===== src/rtl/burst_ram.sv =====
// Single-port synchronous RAM with a wrap-around burst engine and clear-on-reset.
// Optional feature: define BURST_RAM_PARITY_EN to store and check one even-parity bit per word.
module burst_ram #(
    parameter int DATA_W = 8,
    parameter int ADDR_W = 3
) (
    input  logic              clk,
    input  logic              reset,
    input  logic              cs,
    input  logic              re,
    input  logic              we,
    input  logic              start,
    input  logic [ADDR_W-1:0] adress,
    input  logic [ADDR_W:0]   burst_len,
    input  logic [DATA_W-1:0] in,
    output logic [DATA_W-1:0] out,
    output logic              out_valid,
    output logic              busy,
    output logic              done,
    output logic              parity_err
);

    // state | meaning
    // IDLE  | single accesses on cs; a start with nonzero length launches a burst
    // BURST | one beat per clock at ptr, cnt beats remaining, dir 1=write 0=read
    typedef enum logic {
        IDLE  = 1'b0,
        BURST = 1'b1
    } state_t;

    localparam int                DEPTH   = 1 << ADDR_W;
    localparam logic [ADDR_W:0]   DEPTH_L = (ADDR_W + 1)'(DEPTH);
    localparam logic [ADDR_W:0]   ONE_L   = (ADDR_W + 1)'(1);

    state_t              state;
    state_t              state_nxt;
    logic [ADDR_W-1:0]   ptr;
    logic [ADDR_W:0]     cnt;
    logic                dir;
    logic [DATA_W-1:0]   mem [DEPTH];

    logic                start_ok;
    logic                last_beat;
    logic                wr_en;
    logic                rd_en;
    logic [ADDR_W-1:0]   acc_addr;
    logic [ADDR_W:0]     len_clamped;

    assign start_ok    = cs && start && (burst_len != '0);
    assign last_beat   = (cnt == ONE_L);
    assign len_clamped = (burst_len > DEPTH_L) ? DEPTH_L : burst_len;
    assign busy        = (state == BURST);

    always_ff @(posedge clk) begin
        if (!reset) begin
            state <= IDLE;
        end else begin
            state <= state_nxt;
        end
    end

    always_comb begin
        state_nxt = state;
        wr_en     = 1'b0;
        rd_en     = 1'b0;
        acc_addr  = adress;
        case (state)
            IDLE: begin
                if (start_ok) begin
                    state_nxt = BURST;
                end else if (cs) begin
                    // write wins when both enables are set
                    wr_en = we;
                    rd_en = re && !we;
                end
            end
            BURST: begin
                acc_addr = ptr;
                wr_en    = dir;
                rd_en    = !dir;
                if (last_beat) begin
                    state_nxt = IDLE;
                end
            end
            default: state_nxt = IDLE;
        endcase
    end

    always_ff @(posedge clk) begin
        if (!reset) begin
            for (int i = 0; i < DEPTH; i++) begin
                mem[i] <= '0;
            end
            out       <= '0;
            out_valid <= 1'b0;
            done      <= 1'b0;
            ptr       <= '0;
            cnt       <= '0;
            dir       <= 1'b0;
        end else begin
            out_valid <= rd_en;
            done      <= (state == BURST) && last_beat;
            if (wr_en) begin
                mem[acc_addr] <= in;
            end
            if (rd_en) begin
                out <= mem[acc_addr];
            end
            if (state == IDLE) begin
                if (start_ok) begin
                    ptr <= adress;
                    cnt <= len_clamped;
                    dir <= we;
                end
            end else begin
                ptr <= ptr + ADDR_W'(1);
                cnt <= cnt - ONE_L;
            end
        end
    end

`ifdef BURST_RAM_PARITY_EN
    // all-zero words after reset carry a matching zero parity bit
    logic par [DEPTH];

    always_ff @(posedge clk) begin
        if (!reset) begin
            for (int i = 0; i < DEPTH; i++) begin
                par[i] <= 1'b0;
            end
            parity_err <= 1'b0;
        end else begin
            if (wr_en) begin
                par[acc_addr] <= ^in;
            end
            parity_err <= rd_en && ((^mem[acc_addr]) != par[acc_addr]);
        end
    end
`else
    assign parity_err = 1'b0;
`endif

endmodule


===== config.mk =====
export PLATFORM = sky130hd
export DESIGN_NAME = burst_ram
export DESIGN_NICKNAME = d
export VERILOG_FILES = /design/src/rtl/burst_ram.sv
export SDC_FILE = /design/constraint.sdc
export NUM_CORES = 1
export LEC_CHECK = 0
export CORE_MARGIN = 5
export CORE_UTILIZATION = 55
export DETAILED_ROUTE_END_ITERATION = 8
export PLACE_DENSITY_LB_ADDON = 0.1
export SLEW_MARGIN = 20
export SYNTH_ARGS = -nofsm -noshare
export SYNTH_HDL_FRONTEND = slang
export SYNTH_SLANG_ARGS = --single-unit

===== constraint.sdc =====
create_clock -name clk -period 5.9 [get_ports clk]
set_input_delay 0.59 -clock clk [delete_from_list [all_inputs] [get_ports clk]]
set_output_delay 0.59 -clock clk [all_outputs]
set_load 0.01 [all_outputs]

==> flow_summary.toml <==
[yosys]
ys_warns = 0
synthesis.nets = 331
synthDominantCellAreaShare = 0.492
async_set_or_reset_register_ratio_after_synthesis = 0
synth_area_per_cell_sq_um = 12.7
ys_dominant_reg_cell = "edfxtp_1"
synth_edf_count = 64
synth-seq-cells = 83
synth_cell_types = 39
synth.area.top_cells = "edfxtp_1, and2_1, dfxtp_1"
sequential_share_of_the_synthesized_area = 0.589
syn-cell-area_sq_um = 3910
synth_largest_area_cell = "edfxtp_1"
postSynthCellCount = 307

[power_and_ir_drop]
max-vdd-ir-drop_mv = 0.153
p_leak_nw = 1.65
power-per-cell-area_nw_per_um2 = 264
finalPower_mw = 1.18

[routing]
routed_wirelength_um = 8410
vias_per_cell = 5.72
routed_wire_length_per_instance_um = 19.0
route.antenna.remaining_nets = 0
drc = 0
length_of_the_first_detailed_routing_pass_in_iterations = 4
drt_iter0_markers = 195
routed-via-count = 2530

[die]
die_h_um = 94.3
die_area_sq_um = 8900
chipWidth_um = 94.3
num_rows = 30
core_sq_um = 6870
ios = 33
initial_core_util = 0.569

[worst_hold_path]
hold_path_class = "reg -> reg"
worst_hold_startpoint = "cnt[2]"
min_to = "cnt[2]"
worst_hold_path_cell_count = 2

[sta]
fmaxAchievable_ghz = 0.291
timing_hold_violations_final = 0
finalCriticalPeriod_ps = 3430
worst_pin_slew_ps = 1090
setup-tns-final_ps = 0
max_slew_headroom = 0.276
rsz_0062_raised_after_global_routing = "no"
timing.clock.skew_ps = 9.93
timing_max_transition_violations_final = 0
period_share = 0.582
finalSetupViolCount = 0

[grt]
vias_in_the_first_global_route = 2446
initial_antenna_violation_count = 0
grt_pass1_wl_um = 13200
grt_use_total = 0.203
grt_start_max_net_pins = 37
globalRoute.totalOverflow = 0

[setup_path]
cp-start-kind = "flop"
crit_arrival_ps = 3440
critical_path_cell_sequence = "mux2_2 -> nor4_1 -> nand2b_1"
worst-setup-path-type = "reg -> reg"
timing.critical_path.to_type = "flop"
reg_to_reg_critical_path_endpoint = "mem[0][3]"
worst-r2r-cell-count = 3
cpLargestDelayFamily = "simple AND/OR/NAND/NOR gates"
critical_path_buffers_and_inverters = 0
critical_path.reg2reg.startpoint = "busy"
timing.critical_path.from = "busy"
critical_path.slowest_cell = "nor4_1"
worst-endpoint-required_ps = 5910
rrSetupSlack_ps = 2470
cp_slowest_stage_delay_ps = 1000
critical_path_peak_fanout = 36

[clock_tree]
cts_setup_buffers = 0
clock-sinks = 83
cts_inserted_buffers = 9
cts_hold_buf = 0
tritoncts = "yes"
clockBufferDepth = 2
clock-root-buffer = "clkbuf_8"
h-tree-depth = 3
cts.clk_slew.worst_paths_ps = 80
clkLatencyLatePin_ps = 350
cts-resized-gates = 0

[final_layout]
diodes = 0
fin_util = 0.651
most-common-layout-cells = "and2_1, edfxtp_1, mux2i_1"
stdcell_count = 442
most_common_cell_after_layout_fill_and_taps_aside = "and2_1"
finalInstanceArea_sq_um = 4470
final_nets = 365
final_layout_size_suffix_gt1_frac = 0.101
area.growth.synth_to_final_pct = 14.4

[placed_design]
gpl.final_weighted_congestion = 0.866
standard_cell_area_after_detailed_placement_sq_um = 4310
dp.cells = 426
port-buffer-count = 31
dp_hpwl_um = 5950

[flow_run]
maxCapViolations = 0

[status]
status = "completed"
how the worst max path moves through the flow:
| stage | to | slack (ps) | depth (start not counted) |
|---|---|---|---|
| finish | mem[0][3] | 2470 | 3 |
| global route | mem[0][6] | 2230 | 3 |
| CTS | mem[0][3] | 2520 | 3 |
| detailed placement | mem[0][0] | 2400 | 6 |
| global placement | mem[7][1] | 2600 | 6 |
| floorplan | mem[1][0] | 3510 | 5 |
power by group:
| group | switching [mW] | total, mW | internal, mW |
|---|---|---|---|
| Clock | 0.196 | 0.350 | 0.154 |
| Sequential | 0.0163 | 0.673 | 0.656 |
| Combinational | 0.0872 | 0.157 | 0.0694 |
| Total | 0.300 | 1.18 | 0.880 |
per-stage QoR:
stage | worst slack (ps) | hold WS, ps
2_1_floorplan | 3510 | 462
4_1_cts | 2520 | 496
3_3_place_gp | 2600 | 479
5_1_grt | 2230 | 526
6_report | 2470 | 494
3_5_place_dp | 2400 | 483
worst register-to-register path, cell delays in order (launching register included):
cell and delay (ps):
dfxtp_1 840, mux2_2 790, nor4_1 1020, nand2b_1 450
logic make-up (layout without fill, tap and decap cells):
logic type | Yosys count | in the layout | share of synthesized area
other | 1 | 1 | 0.000959
AND/OR/NAND/NOR | 118 | 118 | 0.193
buffers and inverters | 18 | 57 | 0.0205
AO/OA/AOI/OAI | 48 | 48 | 0.0944
adder cells (fa/ha/maj) | 3 | 3 | 0.00960
multiplexers | 36 | 36 | 0.0925
flip-flops | 83 | 83 | 0.589
layout make-up:
cell class / instances / area (sq um)
clock buffer: 12 / 135
sequential: 83 / 2300
tap: 96 / 120
fill: 528 / 2390
timing repair buffer: 33 / 325
multi-input combinational: 206 / 1530
clock inverter: 4 / 28.8
inverter: 8 / 30.0
registers in the layout (all words and copies together) (netlist names):
signal and cells:
mem 64, done 1, out 8, busy 1
out_valid 1, cnt 4, dir 1, ptr 3
cells in the mapped netlist (2+ instances only):
cell,n
a211oi_1,2
a21oi_1,7
a32oi_1,6
and2_1,65
buf_2,7
clkbuf_1,2
dfxtp_1,19
edfxtp_1,64
ha_1,3
inv_1,8
mux2i_1,35
nand2_1,6
nand2b_1,9
nand3b_1,2
nor2_1,11
nor2b_1,2
nor4_1,3
nor4_2,6
o21ai_0,2
o22ai_1,16
o311a_1,7
or3_2,8
metal layers:
metal,GRT usage,up-vias,wire length (um)
met2,0.297,80,3640
met5,0,-,0
met3,0.0473,9,515
met1,0.300,1217,4130
met4,0.0602,0,116
li1,-,1224,-
No activity file was read; power rests on OpenSTA's default activity.
